## config.mk

```make
export PLATFORM = sky130hd
export DESIGN_NAME = mem_loader
export DESIGN_NICKNAME = d
export VERILOG_FILES = /design/src/rtl/mem_loader.sv
export SDC_FILE = /design/constraint.sdc
export NUM_CORES = 1
export LEC_CHECK = 0
export ABC_AREA = 1
export BUFFER_PORTS_ARGS = -buffer_cell sky130_fd_sc_hd__buf_2
export CORE_MARGIN = 4
export CORE_UTILIZATION = 29
export DETAILED_ROUTE_END_ITERATION = 12
export PLACE_DENSITY = 0.55
export SLEW_MARGIN = 20
export SYNTH_ARGS = -nofsm -noshare
export SYNTH_HDL_FRONTEND = slang
export SYNTH_SLANG_ARGS = --single-unit
```

## constraint.sdc

```tcl
create_clock -name clk -period 5 [get_ports clk]
set_input_delay 0.75 -clock clk [delete_from_list [all_inputs] [get_ports clk]]
set_output_delay 0.75 -clock clk [all_outputs]
set_load 0.005 [all_outputs]
```

## src/rtl/mem_loader.sv

```systemverilog
// Byte-serial loader for the second write port of a data memory.
// Bytes arrive MSB-first from a switch bank, are packed into 32-bit words and
// written at an auto-incrementing word address. An address strobe reloads the
// write address from the same byte input.
module mem_loader #(
  parameter int unsigned       ADDR_W   = 9,
  parameter logic [ADDR_W-1:0] MAX_ADDR = 9'h1FF
) (
  input  logic              clk,
  input  logic              rst,
  input  logic [7:0]        din,
  input  logic              din_stb,
  input  logic              addr_stb,
  input  logic              mem_ready,
  output logic              mem_we,
  output logic [ADDR_W-1:0] mem_addr,
  output logic [31:0]       mem_wdata,
  output logic [1:0]        byte_idx,
  output logic [ADDR_W-1:0] word_count,
  output logic              busy,
  output logic              full,
  output logic              drop_err
);

  typedef enum logic [1:0] {
    StIdle,
    StCollect,
    StWrite,
    StFull
  } state_e;

  state_e      state_q;
  // Upper three bytes of the word being assembled; the fourth byte comes
  // straight from din when the word completes.
  logic [23:0] asm_q;

  // The write strobe is the pending-write flag itself.
  assign busy = mem_we;

  // Loader FSM with all outputs registered.
  always_ff @(posedge clk) begin
    if (rst) begin
      state_q    <= StIdle;
      asm_q      <= '0;
      mem_we     <= 1'b0;
      mem_addr   <= '0;
      mem_wdata  <= '0;
      byte_idx   <= '0;
      word_count <= '0;
      full       <= 1'b0;
      drop_err   <= 1'b0;
    end else begin
      case (state_q)
        StIdle, StCollect: begin
          if (addr_stb) begin
            // Address load wins over a simultaneous data byte.
            mem_addr   <= ADDR_W'(din);
            byte_idx   <= '0;
            word_count <= '0;
            full       <= 1'b0;
            asm_q      <= '0;
            state_q    <= StIdle;
            if (din_stb) begin
              drop_err <= 1'b1;
            end
          end else if (din_stb) begin
            asm_q <= {asm_q[15:0], din};
            if (byte_idx == 2'd3) begin
              mem_wdata <= {asm_q, din};
              byte_idx  <= '0;
              mem_we    <= 1'b1;
              state_q   <= StWrite;
            end else begin
              byte_idx <= byte_idx + 2'd1;
              state_q  <= StCollect;
            end
          end
        end

        StWrite: begin
          // Strobes cannot disturb a pending write; they only flag the loss.
          if (din_stb || addr_stb) begin
            drop_err <= 1'b1;
          end
          if (mem_ready) begin
            mem_we     <= 1'b0;
            word_count <= word_count + ADDR_W'(1);
            if (mem_addr == MAX_ADDR) begin
              full    <= 1'b1;
              state_q <= StFull;
            end else begin
              mem_addr <= mem_addr + ADDR_W'(1);
              state_q  <= StIdle;
            end
          end
        end

        StFull: begin
          if (addr_stb) begin
            mem_addr   <= ADDR_W'(din);
            byte_idx   <= '0;
            word_count <= '0;
            full       <= 1'b0;
            asm_q      <= '0;
            state_q    <= StIdle;
            if (din_stb) begin
              drop_err <= 1'b1;
            end
          end else if (din_stb) begin
            drop_err <= 1'b1;
          end
        end

        default: state_q <= StIdle;
      endcase
    end
  end

endmodule

```

=== After elaboration in Yosys (flattened, before gate mapping) ===
Cells that the tools add are included.

* Output and inout port bits: 56
* Logic and storage cells: 78
* Bits in registers: 81
* Bits of input ports: 13

* Reduce and logical (&&, ||, !) cells: 14
* Add/sub/neg operators: 3
* Eq/ne operators: 16
* Bitwise gates (word level): 1
* Multiplexer cells: 35

{| class="wikitable"
|+ Operators with widths
! kind !! count
|-
| 2-to-1 mux 24 bit || 3
|-
| case mux 24 bit (2 select lines) || 1
|-
| 2-to-1 mux 9 bit || 5
|-
| case mux 9 bit (2 select lines) || 2
|-
| adder 9 x 1 -> 9 bit (second input constant) || 2
|-
| 2-to-1 mux 2 bit || 9
|-
| inequality test 2 bit (second input constant) || 9
|-
| AND reduction 3 bit || 4
|-
| 2-to-1 mux 1 bit || 10
|-
| == test 9 bit (second input constant) || 1
|-
| == test 2 bit (second input constant) || 3
|-
| case mux 2 bit (3 select lines) || 1
|-
| AND reduction 5 bit || 1
|-
| case mux 1 bit (2 select lines) || 2
|-
| case mux 2 bit (2 select lines) || 1
|-
| AND reduction 2 bit || 2
|-
| AND reduction 4 bit || 1
|-
| nonzero test 2 bit || 2
|-
| inequality test 3 bit (second input constant) || 1
|-
| case mux 1 bit (3 select lines) || 1
|-
| OR reduction 3 bit || 1
|-
| adder 2 x 1 -> 2 bit (second input constant) || 1
|-
| == test 2 x 1 -> 1 bit (second input constant) || 1
|-
| logical NOT 2 bit || 1
|-
| 4 further kinds || 4
|}

=== Depth between registers and ports, before layout ===
* Depth after elaboration: 5
* Mapped depth: 13
* Mapped depth without buffers: 13

=== Least setup slack after synthesis ===
No wires, ideal clock.

* Path kind: register to register
* Start: register mem_addr[0]
* End: register mem_addr[5]
* Clock period less this slack: 1,680 ps
* Cell stages (with the launch flop): 13
* Data required time: 4,885 ps
* Arrival: 1,565 ps
* Path slack: 3,320 ps
* Library setup time: 115 ps
* Buffers on the path: 1
* Cells stage by stage: dfxtp_1 -> ha_1 -> nand2_1 -> inv_1 -> nand4_1 -> nor2_1 -> ha_1 -> nand2_2 -> nand2_4 -> inv_4 -> buf_8 -> a21oi_1 -> nor2_1

* Longest elaborated chain between the ends: 4
* Elaborated cells on any way between the ends: 7
* Those cells by class: add/sub: 1; eq/ne: 2; mux: 3; reduce/logical: 1

{| class="wikitable"
|+ RTL lines
! what !! RTL line !! text
|-
| start: declaration || 16 || <nowiki>output logic [ADDR_W-1:0] mem_addr,</nowiki>
|-
| start signal: assignment || 57 || <nowiki>mem_addr <= ADDR_W'(din);</nowiki>
|-
| start signal: assignment || 92 || <nowiki>mem_addr <= mem_addr + ADDR_W'(1);</nowiki>
|-
| start signal: assignment || 100 || <nowiki>mem_addr <= ADDR_W'(din);</nowiki>
|-
| adder 9 x 1 -> 9 bit || 92 ||
|-
| 2-to-1 mux 9 bit || 88 || <nowiki>if (mem_addr == MAX_ADDR) begin</nowiki>
|-
| 2-to-1 mux 9 bit || 85 || <nowiki>if (mem_ready) begin</nowiki>
|-
| case mux 9 bit (2 select lines) || 53 || <nowiki>case (state_q)</nowiki>
|}

Several ways; a longest one is shown, not always the timed one. The select of a mux whose other input is x is not followed.
A chain may end at the register's enable or synchronous reset.

==> flow_summary.yaml <==
run_status:
  status: "completed"
clock_tree:
  clk_path_buf_depth: 2
  cts_tree: "done"
  clk_pin_slew_worst_paths_ns: 0.06
  cts_hold_buf: 0
  cts_max_level: 3
  post-cts-setup-buffer-count: 0
  cts_resized: 0
  root_buffer: "clkbuf_16"
  numCtsBuffers: 9
  cts.sinks: 81
  insertion_delay_ns: 0.33
global_route:
  antenna_found_initial: 0
  grt_usage_pct: 13.1
  grt_pass1_wl_um: 13900
  grt_pass1_vias: 2947
  grt.busiest_layer: "met2"
  grt_util_met2_pct: 20.3
  met1_usage_pct: 17.3
  grt.overflow.total: 0
  met3_usage_pct: 4.42
  grt_max_degree: 42
die:
  die_area_um2: 13200
  start_util_pct: 30.1
  ioPinCount: 69
  die_w_um: 115
  die_h_um: 115
  coreArea_um2: 11000
  std_cell_rows: 38
placement:
  gp_congestion: 0.779
  place_inst: 645
  io_buffer_count: 68
  pre_cts_ws_ns: 2.33
  dpl.hpwl_um: 5610
setup_path:
  cp-end-kind: "register"
  crit_fanout: 41
  cp_data_required_time_ns: 5.22
  cp-start-kind: "primary input"
  critical_path_class: "in -> reg"
  arrival_ns: 2.46
route:
  first_pass_iters: 4
  via_per_inst: 4.54
  route.detailed.drc: 0
  drtIter0Drc: 136
  vias: 3000
  wl_per_cell_um: 12.2
  final_antenna_net_count: 0
  wl_um: 8040
timing:
  fmax_mhz: 447
  fin_skew_ns: 0.00733
  slew_viol_final: 0
  setup_slack_ns: 2.76
  worst_slew_pin_slew_ns: 0.986
  slew_headroom_pct: 34.2
  period_share_pct: 44.7
  final-hold-violation-count: 0
  period_needed_ns: 2.24
  rsz0062_at_grt: "no"
  setup_viol: 0
  finalSetupTns_ns: 0
logic_synthesis:
  yosys.area_share.simple_pct: 27.9
  synth.mux.area_fraction_pct: 0
  netlist_instances: 459
  ys_warn_count: 0
  syn-num-nets: 476
  ys_seq_elements: 81
  synth.distinct_cells: 29
  synth_xor_area_share_pct: 0
  netlist_area_um2: 3310
  synth_compound_area_share_pct: 14.6
  postSynthAreaPerCell_um2: 7.21
  synthAdderAreaFrac_pct: 1.51
  seq_area_frac_synth_pct: 49.0
  synth_top_family_by_area: "simple AND/OR/NAND/NOR gates"
final_layout:
  syn_to_final_growth_pct: 22.5
  drive_above_1_share_pct: 18.8
  final_cells: 661
  diodes: 0
  final_net_count: 533
  final_cell_mix: "nand2_1, nor2_1, dfxtp_1, buf_2, o21ai_0"
  layout_commonest_cell: "nand2_1"
power_and_ir_drop:
  combPwrFrac_pct: 4.7
  p_leak_nw: 1.74
  p_sw_share_pct: 20.9
  p_switching_uw: 308
  p_clk_share_pct: 50.2
  p_int_mw: 1.17
  powerDensity_nw_per_um2: 364
  ir_worst_vdd_mv: 0.148
  seq_power_share_pct: 45.1
job:
  maxCapViolCount: 0
hold_path:
  hold_class: "reg -> reg"
-- synth_stat cells (all sizes together) --
master,instances,area share [%]
o21bai,1,0.23
clkbuf,11,1.2
dfxtp,81,49
ha,4,1.5
and3,1,0.19
nor2,90,10
nand3b,2,0.45
buf,11,2.0
nor3,1,0.15
nand2,120,14
a31oi,1,0.19
a21oi,43,6.7
clkinv,1,0.11
a211oi,1,0.23
nand3,9,1.5
nand4,4,0.76
inv,31,3.6
o21ai,47,7.2
-- kinds of logic (layout without fill, tap and decap cells) --
logic type | count (synthesis) | in the layout
flip-flops | 81 | 81
AO/OA/AOI/OAI | 93 | 93
AND/OR/NAND/NOR | 227 | 227
adder cells (fa/ha/maj) | 4 | 4
buffers and inverters | 54 | 116
-- metal layers --
| metal | vias to the layer above | wire, um |
|---|---|---|
| met2 | 60 | 3600 |
| met5 | - | 0 |
| met3 | 8 | 489 |
| met1 | 1343 | 3860 |
| met4 | 0 | 88 |
| li1 | 1589 | - |
-- layout make-up --
type,instances,area (um2)
tap,140,175
clock inverter,5,104
clock buffer,11,233
timing repair buffer,68,340
inverter,32,123
fill,1164,6930
multi-input combinational,324,1460
sequential,81,1620
-- critical path, stage by stage --
cell	delay, ns
buf_2	0.51
inv_1	0.65
nand2_1	0.30
inv_1	0.11
o21ai_0	0.08
a21oi_1	0.05
-- sequential cells by signal, indices dropped and copies added (netlist names) --
name and cells:
asm_q 24, busy 1, byte_idx 2, drop_err 1, full 1, mem_addr 9
mem_wdata 32, state_q 2, word_count 9
-- stage by stage --
step | cell area [um2] | utilization [%] | hold WS [ns] | power [mW]
floorplan | 3310 | - | 0.437 | 0.724
global placement | 3720 | 33.8 | 0.447 | 0.748
detailed placement | 3720 | 33.8 | 0.451 | 0.749
CTS | 4050 | 36.9 | 0.458 | 1.50
global route | 4050 | 36.9 | 0.483 | 1.54
finish | 4050 | 36.9 | 0.457 | 1.47
-- worst paths after layout --
check	start	end	slack, ns	depth (start not counted)
setup reg to reg	byte_idx[1]	mem_wdata[2]	3.03	7
hold / removal	asm_q[19]	asm_q[19]	0.46	2
hold reg to reg	asm_q[19]	asm_q[19]	0.46	2
setup / recovery	rst	word_count[2]	2.76	6
-- power groups by stage --
stage | Combinational, mW | Clock, mW | Sequential, mW
6_report | 0.0696 | 0.740 | 0.664
2_1_floorplan | 0.0467 | 0 | 0.677
4_1_cts | 0.0712 | 0.761 | 0.664
3_5_place_dp | 0.0708 | 0 | 0.678
3_3_place_gp | 0.0696 | 0 | 0.678
5_1_grt | 0.0816 | 0.793 | 0.665
Note: power is estimated with default switching activity, not from simulation.
